**config.mk**
```make
export PLATFORM = sky130hd
export DESIGN_NAME = next_line_prefetcher
export DESIGN_NICKNAME = d
export VERILOG_FILES = /design/src/rtl/next_line_prefetcher_pkg.sv /design/src/rtl/next_line_prefetcher_pf_trigger_queue.sv /design/src/rtl/next_line_prefetcher.sv
export SDC_FILE = /design/constraint.sdc
export NUM_CORES = 1
export LEC_CHECK = 0
export ABC_CLOCK_PERIOD_IN_PS = 11200
export BUFFER_PORTS_ARGS = -buffer_cell sky130_fd_sc_hd__buf_2
export CAP_MARGIN = 20
export CORE_AREA = 4 4 250 252
export CTS_BUF_LIST = sky130_fd_sc_hd__clkbuf_16
export DETAILED_ROUTE_END_ITERATION = 10
export DIE_AREA = 0 0 254 256
export GPL_ROUTABILITY_DRIVEN = 1
export PLACE_DENSITY = 0.65
export REMOVE_ABC_BUFFERS = 1
export SLEW_MARGIN = 20
export SYNTH_ARGS = -nofsm -noshare
export SYNTH_HDL_FRONTEND = slang
export SYNTH_SLANG_ARGS = --single-unit
export TNS_END_PERCENT = 50
```
**constraint.sdc**
```tcl
create_clock -name clk -period 11.2 [get_ports clk]
set_clock_uncertainty 0.2 [all_clocks]
set_input_delay 0 -clock clk [delete_from_list [all_inputs] [get_ports clk]]
set_output_delay 0 -clock clk [all_outputs]
set_load 0.01 [all_outputs]
```
**src/rtl/next_line_prefetcher_pkg.sv**
```systemverilog
// Shared types and constants for the next-line prefetcher.
package next_line_prefetcher_pkg;

  typedef enum logic [1:0] {
    IDLE,
    REQ,
    WAIT,
    PRESENT
  } pf_state_t;

  localparam int unsigned LINE_BYTES = 32;
  localparam int unsigned LINE_BITS  = 256;

  // A wrap past 2**32 always counts as a crossing.
  function automatic logic line_crosses_page(input logic [31:0] addr,
                                             input int unsigned page_bits);
    logic [32:0] sum;
    sum = {1'b0, addr} + 33'(LINE_BYTES);
    return sum[32] || ((sum[31:0] >> page_bits) != (addr >> page_bits));
  endfunction

endpackage

```
**src/rtl/next_line_prefetcher_pf_trigger_queue.sv**
```systemverilog
// One-entry pending-trigger register; a newer push overwrites, clear wins over push.
module pf_trigger_queue (
  input  logic        clk,
  input  logic        rst,
  input  logic        push,
  input  logic [31:0] push_addr,
  input  logic        clr,
  output logic        valid,
  output logic [31:0] addr
);

  logic        valid_q, valid_d;
  logic [31:0] addr_q, addr_d;

  always_comb begin
    valid_d = valid_q;
    addr_d  = addr_q;
    if (clr) begin
      valid_d = 1'b0;
    end else if (push) begin
      valid_d = 1'b1;
      addr_d  = push_addr;
    end
  end

  always_ff @(posedge clk) begin
    if (rst) begin
      valid_q <= 1'b0;
      addr_q  <= '0;
    end else begin
      valid_q <= valid_d;
      addr_q  <= addr_d;
    end
  end

  assign valid = valid_q;
  assign addr  = addr_q;

endmodule

```
**src/rtl/next_line_prefetcher.sv**
```systemverilog
// Next-line prefetch engine: on a demand-miss trigger, fetches the following
// PF_DEGREE lines within the page and presents each to the cache until acked.
module next_line_prefetcher
  import next_line_prefetcher_pkg::*;
#(
  parameter int unsigned PF_DEGREE = 2,
  parameter int unsigned PAGE_BITS = 12
) (
  input  logic                 clk,
  input  logic                 rst,
  input  logic                 trigger,
  input  logic [31:0]          cacheline_address,
  input  logic                 pf_ack,
  output logic                 pf_pmem_read,
  output logic [31:0]          pf_pmem_address,
  input  logic                 pf_pmem_resp,
  input  logic [LINE_BITS-1:0] pf_pmem_rdata,
  output logic                 prefetch_ready,
  output logic [31:0]          pf_cline_address,
  output logic [LINE_BITS-1:0] prefetch_rdata,
  output logic [31:0]          pf_issued_count
);

  pf_state_t            state_q, state_d;
  logic [31:0]          next_q, next_d;
  logic [2:0]           remaining_q, remaining_d;
  logic [31:0]          last_addr_q, last_addr_d;
  logic                 last_valid_q, last_valid_d;
  logic                 read_q, read_d;
  logic [31:0]          paddr_q, paddr_d;
  logic                 ready_q, ready_d;
  logic [31:0]          cline_q, cline_d;
  logic [LINE_BITS-1:0] rdata_q, rdata_d;
  logic [31:0]          count_q, count_d;

  logic        pend_valid;
  logic [31:0] pend_addr;
  logic        pend_clr;

  logic        start_valid, start_suppr, cmp_valid;
  logic [31:0] start_base, start_next, cmp_addr;

  assign pend_clr = (state_q == PRESENT) && pf_ack;

  pf_trigger_queue u_pend (
    .clk       (clk),
    .rst       (rst),
    .push      (trigger && (state_q != IDLE)),
    .push_addr (cacheline_address),
    .clr       (pend_clr),
    .valid     (pend_valid),
    .addr      (pend_addr)
  );

  // A same-cycle trigger on the ack cycle bypasses the pending register.
  always_comb begin
    start_valid = trigger || ((state_q != IDLE) && pend_valid);
    start_base  = (trigger || state_q == IDLE) ? cacheline_address : pend_addr;
    start_next  = start_base + 32'(LINE_BYTES);
    cmp_valid   = (state_q == PRESENT) ? 1'b1 : last_valid_q;
    cmp_addr    = (state_q == PRESENT) ? cline_q : last_addr_q;
    start_suppr = line_crosses_page(start_base, PAGE_BITS) ||
                  (cmp_valid && (start_next == cmp_addr));
  end

  always_comb begin
    state_d      = state_q;
    next_d       = next_q;
    remaining_d  = remaining_q;
    last_addr_d  = last_addr_q;
    last_valid_d = last_valid_q;
    read_d       = read_q;
    paddr_d      = paddr_q;
    ready_d      = ready_q;
    cline_d      = cline_q;
    rdata_d      = rdata_q;
    count_d      = count_q;
    unique case (state_q)
      IDLE: begin
        if (trigger && !start_suppr) begin
          next_d      = start_next;
          paddr_d     = start_next;
          remaining_d = 3'(PF_DEGREE);
          read_d      = 1'b1;
          state_d     = REQ;
        end
      end
      REQ, WAIT: begin
        if (pf_pmem_resp) begin
          rdata_d = pf_pmem_rdata;
          cline_d = next_q;
          ready_d = 1'b1;
          read_d  = 1'b0;
          if (count_q != '1) count_d = count_q + 32'd1;
          state_d = PRESENT;
        end else begin
          state_d = WAIT;
        end
      end
      PRESENT: begin
        if (pf_ack) begin
          ready_d      = 1'b0;
          last_addr_d  = cline_q;
          last_valid_d = 1'b1;
          remaining_d  = remaining_q - 3'd1;
          if (start_valid) begin
            if (start_suppr) begin
              state_d = IDLE;
            end else begin
              next_d      = start_next;
              paddr_d     = start_next;
              remaining_d = 3'(PF_DEGREE);
              read_d      = 1'b1;
              state_d     = REQ;
            end
          end else if (remaining_q == 3'd1 || line_crosses_page(next_q, PAGE_BITS)) begin
            state_d = IDLE;
          end else begin
            next_d  = next_q + 32'(LINE_BYTES);
            paddr_d = next_q + 32'(LINE_BYTES);
            read_d  = 1'b1;
            state_d = REQ;
          end
        end
      end
      default: state_d = IDLE;
    endcase
  end

  always_ff @(posedge clk) begin
    if (rst) begin
      state_q      <= IDLE;
      next_q       <= '0;
      remaining_q  <= '0;
      last_addr_q  <= '0;
      last_valid_q <= 1'b0;
      read_q       <= 1'b0;
      paddr_q      <= '0;
      ready_q      <= 1'b0;
      cline_q      <= '0;
      rdata_q      <= '0;
      count_q      <= '0;
    end else begin
      state_q      <= state_d;
      next_q       <= next_d;
      remaining_q  <= remaining_d;
      last_addr_q  <= last_addr_d;
      last_valid_q <= last_valid_d;
      read_q       <= read_d;
      paddr_q      <= paddr_d;
      ready_q      <= ready_d;
      cline_q      <= cline_d;
      rdata_q      <= rdata_d;
      count_q      <= count_d;
    end
  end

  assign pf_pmem_read     = read_q;
  assign pf_pmem_address  = paddr_q;
  assign prefetch_ready   = ready_q;
  assign pf_cline_address = cline_q;
  assign prefetch_rdata   = rdata_q;
  assign pf_issued_count  = count_q;

endmodule
```
==> flow_summary.toml, run 1 <==
[setup_path]
path_cells = "inv_1, ha_1, buf_4, o21ai_0, nand2_1, ha_1, nand2_1, nor2_1, o21ai_0, nor2_1, xnor3_1, or4_1, nor4_1, and4b_1, a2111oi_4, buf_4, nand2b_1, a21oi_1"
worstPathMaxFanout = 53
reg2reg_to = "pf_pmem_address[21]"
crit_arrival_ns = 5.56
crit_buf_inv = 3
rrSetupSlack_ns = 5.94
cp_num_cells = 18
path_delay_family = "simple AND/OR/NAND/NOR gates"
crit_start = "state_q[0]"
r2r_cells = 18
path_class = "reg2reg"
cp.required_ns = 11.50
crit_slowest_cell = "o21ai_0"
r2r_start = "state_q[0]"
critPathMaxStageDelay_ns = 0.59
worst_setup_path_start_kind = "flop"
crit_path_end_kind = "flop"

[final_layout]
final_cell_mix = "nand2_1 (773), buf_2 (645), dlygate4sd3_1 (544), dfxtp_1 (425), a21oi_1 (396)"
multi_input_area_um2 = 8820
fin_util_pct = 47.8
regArea_um2 = 8510
drive_gt1_share_pct = 22.2
layout_commonest_cell = "nand2_1"
syn_to_final_growth_pct = 59.0
nFillCells = 5488
nets = 3695

[drt]
wl_met3_um = 5880
drc_errors = 0
top_layer_used = "met5"
ant_nets = 0
met1Wirelength_um = 29600
viasPerCell = 4.99
dr_wl_met2_um = 38400
vias = 21000
drt_iter0_markers = 1673
wirelength_um = 79900
drt_pass1_iterations = 6
wl_per_cell_um = 18.9

[sta]
final.setup.tns_ns = 0
rsz0062_at_grt = "no"
finalCriticalPeriod_ns = 5.26
finalMaxSlewViolations = 0
hold_ws_ns = 0.0305
maxSlewHeadroom_pct = 27.9
worst_pin_slew_ns = 1.08
hold_viol = 0
fmax_mhz = 190
period_share_pct = 47.0
setup_viol = 0

[global_routing]
track_usage_pct = 23.2
antenna_found_initial = 9
grt_max_degree = 95
overflow = 0
grt_first_pass_wirelength_um = 121000
grt_pass1_vias = 21100

[synthesis]
synth_enable_flop_cells = 0
ys_seq_area_share_pct = 47.1
syn_area_per_cell_um2 = 7.87
async_reset_ff_share_pct = 0
synth_ff_type = "dfxtp_1"
syn_inst = 2296
ys_ff_latch = 425
synth_cell_types = 74
synthesis.area_um2 = 18100
synth_warnings = 0

[cts]
path_clk_slew_ns = 0.07
clockBufferDepth = 3
post_cts_buffers = 0
h-tree-depth = 2
cts_buffers = 47
tritoncts = "done"
cts_root_buffer = "clkbuf_16"
cts_sinks = 425
clkLatencyLatePin_ns = 0.59

[die]
coreArea_um2 = 60100
die_y_um = 256
die_area_um2 = 65000
io_pins = 647
start_util_pct = 30.0
dieWidth_um = 254
core.rowCount = 90

[power]
power_density_nw_per_um2 = 202
p_leak_nw = 12.1
ir_worst_vdd_uv = 169

[hold_path]
hp-start = "pf_pmem_rdata[216]"
hold_path_depth = 4
whs_endpoint = "prefetch_rdata[216]"
hold_class = "in2reg"

[flow_run]
maxCapViolations = 0

[placement]
gp_congestion = 0.915
dp_hpwl_um = 50500
port_buffers = 646

[status]
status = "finished, final reports clean"
worst register-to-register path, stage by stage, from the launching register on:
cell and delay, ns:
dfxtp_1 0.35, inv_1 0.05, ha_1 0.18, buf_4 0.27, o21ai_0 0.60, nand2_1 0.13, ha_1 0.29, nand2_1 0.09
nor2_1 0.08, o21ai_0 0.32, nor2_1 0.15, xnor3_1 0.34, or4_1 0.53, nor4_1 0.27, and4b_1 0.53, a2111oi_4 0.14
buf_4 0.30, nand2b_1 0.19, a21oi_1 0.16
flip-flops by register name, summed over array words and instances, names as in the netlist:
| register | flops |
|---|---|
| last_addr_q | 32 |
| last_valid_q | 1 |
| pf_cline_address | 32 |
| pf_issued_count | 32 |
| pf_pmem_address | 32 |
| pf_pmem_read | 1 |
| prefetch_rdata | 256 |
| prefetch_ready | 1 |
| remaining_q | 3 |
| state_q | 2 |
| u_pend.addr | 32 |
| u_pend.valid | 1 |
how the worst max path moves through the flow:
| stage | endpoint |
|---|---|
| 6_report | pf_pmem_address[21] |
| 5_1_grt | pf_pmem_address[28] |
| 4_1_cts | pf_pmem_address[26] |
| 3_5_place_dp | pf_pmem_address[21] |
| 3_3_place_gp | pf_pmem_address[13] |
| 2_1_floorplan | pf_issued_count[29] |
per-stage QoR:
| step | total power (W) | setup WS [ns] | area, um^2 | instances |
|---|---|---|---|---|
| final | 0.00581 | 5.94 | 28700 | 4217 |
| after global placement | 0.00397 | 6.11 | 21800 | 3584 |
| after CTS | 0.00578 | 5.99 | 28700 | 4207 |
| after detailed placement | 0.00399 | 6.02 | 21800 | 3584 |
| after global routing | 0.00612 | 5.51 | 28700 | 4213 |
| after floorplan | 0.00324 | 3.37 | 17400 | 2137 |
timing repair:
action | in CTS | in global routing
hold buffers | 544 | 0
resized for setup | 0 | 0
hold endpoints to repair | 378 | 0
setup endpoints to repair | 0 | 0
metal layers:
metal | up-vias | GRT usage [%]
li1 | 9948 | -
met1 | 9848 | 25.6
met2 | 968 | 39.9
met3 | 267 | 5.46
met4 | 4 | 14.6
met5 | - | 0
cells in the mapped netlist, types with 4 or more instances:
cell type / number / area [um^2]
nand2_1: 774 / 2910
nand4_1: 19 / 119
or2_2: 5 / 31.3
nor3b_1: 6 / 45.0
ha_1: 7 / 87.6
buf_4: 6 / 45.0
inv_1: 17 / 63.8
nand3_1: 28 / 140
or3_1: 8 / 50.1
dfxtp_1: 425 / 8510
o32ai_1: 5 / 43.8
a21oi_1: 396 / 1980
and4_1: 4 / 35.0
o22ai_1: 5 / 31.3
and3_1: 14 / 87.6
nand2b_1: 22 / 138
buf_2: 12 / 60.1
xor2_1: 40 / 350
mux2i_1: 54 / 541
o21a_1: 4 / 30.0
o21ai_0: 43 / 215
nor2_1: 72 / 270
a22oi_1: 10 / 75.1
mux2_2: 6 / 67.6
a31oi_1: 4 / 25.0
nor3_1: 13 / 65.1
nor4_1: 7 / 43.8
nor4bb_1: 4 / 40.0
nand4bb_1: 9 / 101
o211a_1: 4 / 40.0
a32o_1: 5 / 50.1
a211oi_1: 4 / 30.0
a211oi_2: 5 / 62.6
a311oi_1: 5 / 43.8
buf_6: 8 / 90.1
clkbuf_1: 130 / 488
xnor2_1: 36 / 315
o211ai_1: 21 / 158
or4bb_1: 5 / 56.3
area by class of cell:
type / instances / share of cell area [%]
repair buffers: 1209 / 30.7
inverters: 17 / 0.222
diodes: 10 / 0.0871
flip-flops and latches: 425 / 29.6
clock buffers: 47 / 4.10
multi-input cells: 1695 / 30.7
clock inverters: 32 / 1.09
well taps: 782 / 3.41
report_power, final:
group | switching [W] | internal [W]
sequential | 0.000252 | 0.00182
clock | 0.000640 | 0.000915
combinational | 0.00135 | 0.000834
total | 0.00224 | 0.00357
kinds of logic (layout without fill, tap and decap cells):
group	count (synthesis)	in the layout	synth area share [%]
xor gates and xnor gates	77	77	3.81
adders and majority gates	7	7	0.485
AOI/OAI and AO/OA	543	543	17.3
and+or+nand+nor	1008	1008	23.8
DFF	425	425	47.1
other	0	10	0
muxes	60	60	3.37
buffers and inverters	176	1305	4.20
Power figures use the tool's default switching activity.
==> run 2: changes to the inputs <==
ABC_CLOCK_PERIOD_IN_PS = 5500   (was 11200)
clock period = 5.5 ns   (was 11.2 ns; I/O delays follow)
==> run 2 against run 1 <==
  * Routed wire length is 2.5% higher
  * Setup slack got worse by 5.5 ns
  * Total power is 110% higher
  * Critical path depth unchanged
  * Clock power up 110%
  * Die area unchanged
  * Register-to-register slack worse by 5.5 ns
  * Sequential share of layout area is 0.53 points lower
  * Fmax up 3.6%
  * Critical path type unchanged
  * Largest cell class unchanged
  * Largest power group unchanged
==> flow_summary.toml, run 2 (synthesis results as in run 1) <==
[placement]
place_inst = 3589
port_buffers = 646
dp_hpwl_um = 51200
gp_congestion = 0.912

[final_layout]
final_cell_mix = "nand2_1 (773), buf_2 (645), dlygate4sd3_1 (581), dfxtp_1 (425), a21oi_1 (396)"
layout_commonest_cell = "nand2_1"
final_cells = 4271
syn_to_final_growth_pct = 61.9
largest_reg_flops = 256
nets = 3738
nFillCells = 5410
drive_gt1_share_pct = 22.2

[die]
die_y_um = 256
core.rowCount = 90
die_area_um2 = 65000
io_pins = 647
dieWidth_um = 254
start_util_pct = 30.0
coreArea_um2 = 60100

[cts]
post_cts_buffers = 0
cts_root_buffer = "clkbuf_16"
h-tree-depth = 2
cts_buffers = 47
clockBufferDepth = 3
tritoncts = "done"
path_clk_slew_ns = 0.06
cts_sinks = 425
clkLatencyLatePin_ns = 0.60

[drt]
wl_per_cell_um = 19.2
viasPerCell = 5.01
drc_errors = 0
ant_nets = 0
drt_pass1_iterations = 7
vias = 21400
drt_iter0_markers = 1555
wirelength_um = 81800

[global_routing]
grtUsageMet3_pct = 5.54
antenna_found_initial = 15
overflow = 0
track_usage_pct = 23.6
busiest_layer = "met2"
grt_use_met1_pct = 26.2
grt_first_pass_wirelength_um = 123000
grt_max_degree = 189
grt_pass1_vias = 21500
use_met2_pct = 40.1

[sta]
period_share_pct = 92.3
finalMaxSlewViolations = 0
final.setup.tns_ns = 0
maxSlewHeadroom_pct = 20.4
worst_pin_slew_ns = 1.18
hold_viol = 0
fmax_mhz = 197
finalCriticalPeriod_ns = 5.08
setup_viol = 0
rsz0062_at_grt = "no"

[hold_path]
hold_class = "in2reg"

[flow_run]
maxCapViolations = 0

[setup_path]
crit_arrival_ns = 5.32
path_class = "reg2reg"
worstPathMaxFanout = 10
cp.required_ns = 5.75
crit_path_end_kind = "flop"
worst_setup_path_start_kind = "flop"

[power]
p_leak_nw = 12.4
power_density_nw_per_um2 = 411
internal_power_w = 0.00731
ir_worst_vdd_uv = 246
swShare_pct = 39.2
power_frac_comb_pct = 38.1
switching_power_w = 0.00470
clockPowerShare_pct = 26.7
p_seq_share_pct = 35.2

[status]
status = "finished, final reports clean"
==> run 2: power by group through the flow <==
| stage | clock network, W | registers [W] | logic, W |
|---|---|---|---|
| after global placement | 0 | 0.00423 | 0.00391 |
| after floorplan | 0 | 0.00441 | 0.00219 |
| after CTS | 0.00327 | 0.00419 | 0.00443 |
| after detailed placement | 0 | 0.00425 | 0.00395 |
| after global routing | 0.00340 | 0.00429 | 0.00494 |
| final | 0.00321 | 0.00422 | 0.00458 |
==> run 2: path summary, 6_finish.rpt <==
path	start	to	slack [ns]	depth (start not counted)
setup / recovery	state_q[0]	pf_pmem_address[1]	0.42	18
hold / removal	pf_pmem_rdata[13]	prefetch_rdata[13]	0.01	4
setup reg to reg	state_q[0]	pf_pmem_address[1]	0.42	18
hold reg to reg	prefetch_rdata[27]	prefetch_rdata[27]	0.25	2
==> run 2: layout make-up <==
class                   instances  area, um^2  area share, %
repair buffers               1251        9280           31.7
multi-input cells            1696        8840           30.2
flip-flops and latches        425        8510           29.1
clock buffers                  47        1180           4.02
well taps                     782         978           3.35
clock inverters                40         367           1.25
inverters                      17        63.8          0.218
diodes                         13        32.5          0.111
==> run 2: metal layers <==
metal  part of all wire (%)  vias to the layer above
met5                  0.016                        -
li1                       -                    10000
met4                    8.0                        2
met3                    7.5                      331
met1                     37                     9976
met2                     47                     1038
==> run 2: worst max-delay path: stages (launching register included) <==
cell       delay (ns)
dfxtp_1          0.37
inv_1            0.06
ha_1             0.32
or2_2            0.35
mux2i_1          0.27
inv_1            0.10
ha_1             0.35
xor2_1           0.16
nor2_1           0.08
a31oi_1          0.04
or4_1            0.46
a2111oi_0        0.48
nand3_1          0.22
nor4_1           0.29
and4b_2          0.46
a2111oi_4        0.21
buf_4            0.31
nor2_1           0.13
a211oi_2         0.06
==> run 2: repair_timing <==
action,4_1_cts,5_1_grt
setup endpoints to repair,0,33
hold buffers,581,0
gates resized for setup,0,1
endpoints found under the hold margin,373,0
==> run 2: stage by stage <==
stage / power, W / instance area, um^2 / setup WS [ns] / util (%) / hold WS (ns)
floorplan: 0.00659 / 17400 / -2.33 / - / -0.135
global placement: 0.00815 / 21800 / 0.501 / 36.3 / 0.0385
detailed placement: 0.00820 / 21800 / 0.395 / 36.3 / 0.0456
CTS: 0.0119 / 29200 / 0.362 / 48.5 / 0.00117
global route: 0.0126 / 29200 / 0.0453 / 48.6 / 0.0217
finish: 0.0120 / 29200 / 0.423 / 48.6 / 0.0113
==> run 3: changes to the inputs <==
REMOVE_ABC_BUFFERS = not set   (was 1)
==> run 3 against run 2 <==
  * Final cell count is 2.8% lower
  * Cell area is 4.2% lower
  * Count of clock-buffer cells in the layout is 3 higher
  * Worst hold slack better by 0.0038 ns
  * Clock power is 4% lower
  * Via count is 1.6% lower
  * Critical path depth stayed put
  * Flip-flop and latch count stayed put
  * Sequential share of layout area is 1.3 points higher
  * Routed wire length is 1.4% higher
  * Setup slack worse by 0.14 ns
  * Utilization is 2.0 points lower
  * Critical path type unchanged
==> flow_summary.toml, run 3 (synthesis results as in run 1) <==
[cts]
path_clk_slew_ns = 0.06
cts_root_buffer = "clkbuf_16"
clockBufferDepth = 3
tritoncts = "done"
clkLatencyLatePin_ns = 0.59
h-tree-depth = 2
cts_buffers = 48
cts_sinks = 425

[sta]
rsz0062_at_grt = "no"
fmax_mhz = 192
finalMaxSlewViolations = 0
final.setup.tns_ns = 0
hold_viol = 0
setup_viol = 0
timing.final.ws_setup_ns = 0.284
period_share_pct = 94.8
finalCriticalPeriod_ns = 5.22
worst_pin_slew_ns = 1.08
maxSlewHeadroom_pct = 28.3

[setup_path]
worstPathMaxFanout = 5
crit_arrival_ns = 5.49
rrSetupSlack_ns = 0.28
path_class = "reg2reg"
worst_setup_path_start_kind = "flop"
cp.required_ns = 5.77
r2r_start = "state_q[0]"
reg2reg_to = "state_q[0]"
r2r_cells = 18
crit_path_end_kind = "flop"

[die]
io_pins = 647
core.rowCount = 90
start_util_pct = 30.0
dieWidth_um = 254
die_y_um = 256
coreArea_um2 = 60100
die_area_um2 = 65000

[synthesis]
syn_nets = 2596

[placement]
pre_cts_slack_ns = 0.381
port_buffers = 646
dp_hpwl_um = 55500
gp_congestion = 0.904

[drt]
wirelength_um = 83000
wl_per_cell_um = 20.0
drt_iter0_markers = 1747
drc_errors = 0
drt_pass1_iterations = 6
viasPerCell = 5.07
ant_nets = 0
vias = 21000

[status]
status = "finished, final reports clean"

[final_layout]
layout_commonest_cell = "nand2_1"
nFillCells = 5666
regArea_um2 = 8510
multi_input_area_um2 = 8830
largest_reg_flops = 256
final_cell_mix = "nand2_1 (773), buf_2 (645), dlygate4sd3_1 (462), dfxtp_1 (425), a21oi_1 (396)"
drive_gt1_share_pct = 22.9
syn_to_final_growth_pct = 55.1
nets = 3620
fin_util_pct = 46.6

[global_routing]
overflow = 0
grt_max_degree = 181
track_usage_pct = 24.1
grt_pass1_vias = 20600
grt_first_pass_wirelength_um = 123000
antenna_found_initial = 13

[hold_path]
whs_endpoint = "prefetch_rdata[101]"
hold_path_depth = 4
hold_class = "in2reg"
hp-start = "pf_pmem_rdata[101]"

[power]
power_density_nw_per_um2 = 419
ir_worst_vdd_uv = 250
p_leak_nw = 11.8
totalPowerFinal_w = 0.0117

[flow_run]
maxCapViolations = 0
## run 3: cell types whose count changed in the layout (fill, tap and decap cells not counted), moves of 2 or more
cell           before  now
buf_12              3    6
buf_4              21   17
dlygate4sd3_1     581  462
buf_8               1    3
clkinv_1           10   14
clkinv_2            8    5
bufinv_16           6    2
clkbuf_16          47   50
## run 3: cell type report
type | instances | share of cell area, %
multi-input combinational | 1695 | 31.5
sequential | 425 | 30.4
timing repair buffer | 1133 | 29.1
clock inverter | 35 | 0.768
antenna | 13 | 0.116
inverter | 17 | 0.228
tap | 782 | 3.49
clock buffer | 50 | 4.47
## run 3: stage by stage
stage                     hold WS, ns  cell area, um^2  instances
after detailed placement       0.0460            21900       3587
after floorplan               -0.0640            18100       2296
after CTS                  0.00000655            27900       4134
after global placement         0.0410            21800       3586
final                          0.0150            28000       4150
after global routing           0.0159            28000       4148
## run 3: worst max-delay path by stage
stage	startpoint	slack [ns]	to	depth (start not counted)
3_3_place_gp	state_q[1]	0.45	pf_pmem_address[24]	18
6_report	state_q[0]	0.28	state_q[0]	18
2_1_floorplan	state_q[0]	1.01	pf_pmem_address[22]	21
3_5_place_dp	state_q[0]	0.38	pf_pmem_address[18]	18
4_1_cts	state_q[0]	0.02	state_q[0]	18
5_1_grt	state_q[0]	0.01	state_q[0]	18
## run 3: layer usage
layer,vias up,global-route usage (%),part of all wire [%]
met3,298,4.92,7.3
met1,9888,26.4,35
met5,-,0,0.029
met4,4,13.7,6.5
li1,9796,-,-
met2,1060,43.0,51
## run 3: report_power, final
| group | switching, W | internal, W | total, W |
|---|---|---|---|
| registers | 0.000535 | 0.00371 | 0.00425 |
| clock network | 0.00134 | 0.00173 | 0.00307 |
| logic | 0.00279 | 0.00164 | 0.00443 |
## run 3: repair_timing
action                                  CTS  global route
resized for setup                         0             5
endpoints found under the hold margin   362             0
endpoints found under the setup margin    0            34
hold buffers                            462             0
buffers inserted                          0             2
## run 3: worst max-delay path, cell delays in order, from the launching register on
cell,delay [ns]
dfxtp_1,0.36
inv_1,0.06
ha_1,0.28
or2_2,0.32
mux2i_1,0.17
inv_1,0.09
ha_1,0.27
nand3_1,0.10
nor2_1,0.23
o21ai_0,0.18
nor2_1,0.24
xnor3_1,0.34
or4_1,0.57
nor4_1,0.32
and4b_2,0.34
o211ai_1,0.12
a211oi_1,0.25
nor3_1,0.07
dlygate4sd3_1,0.59
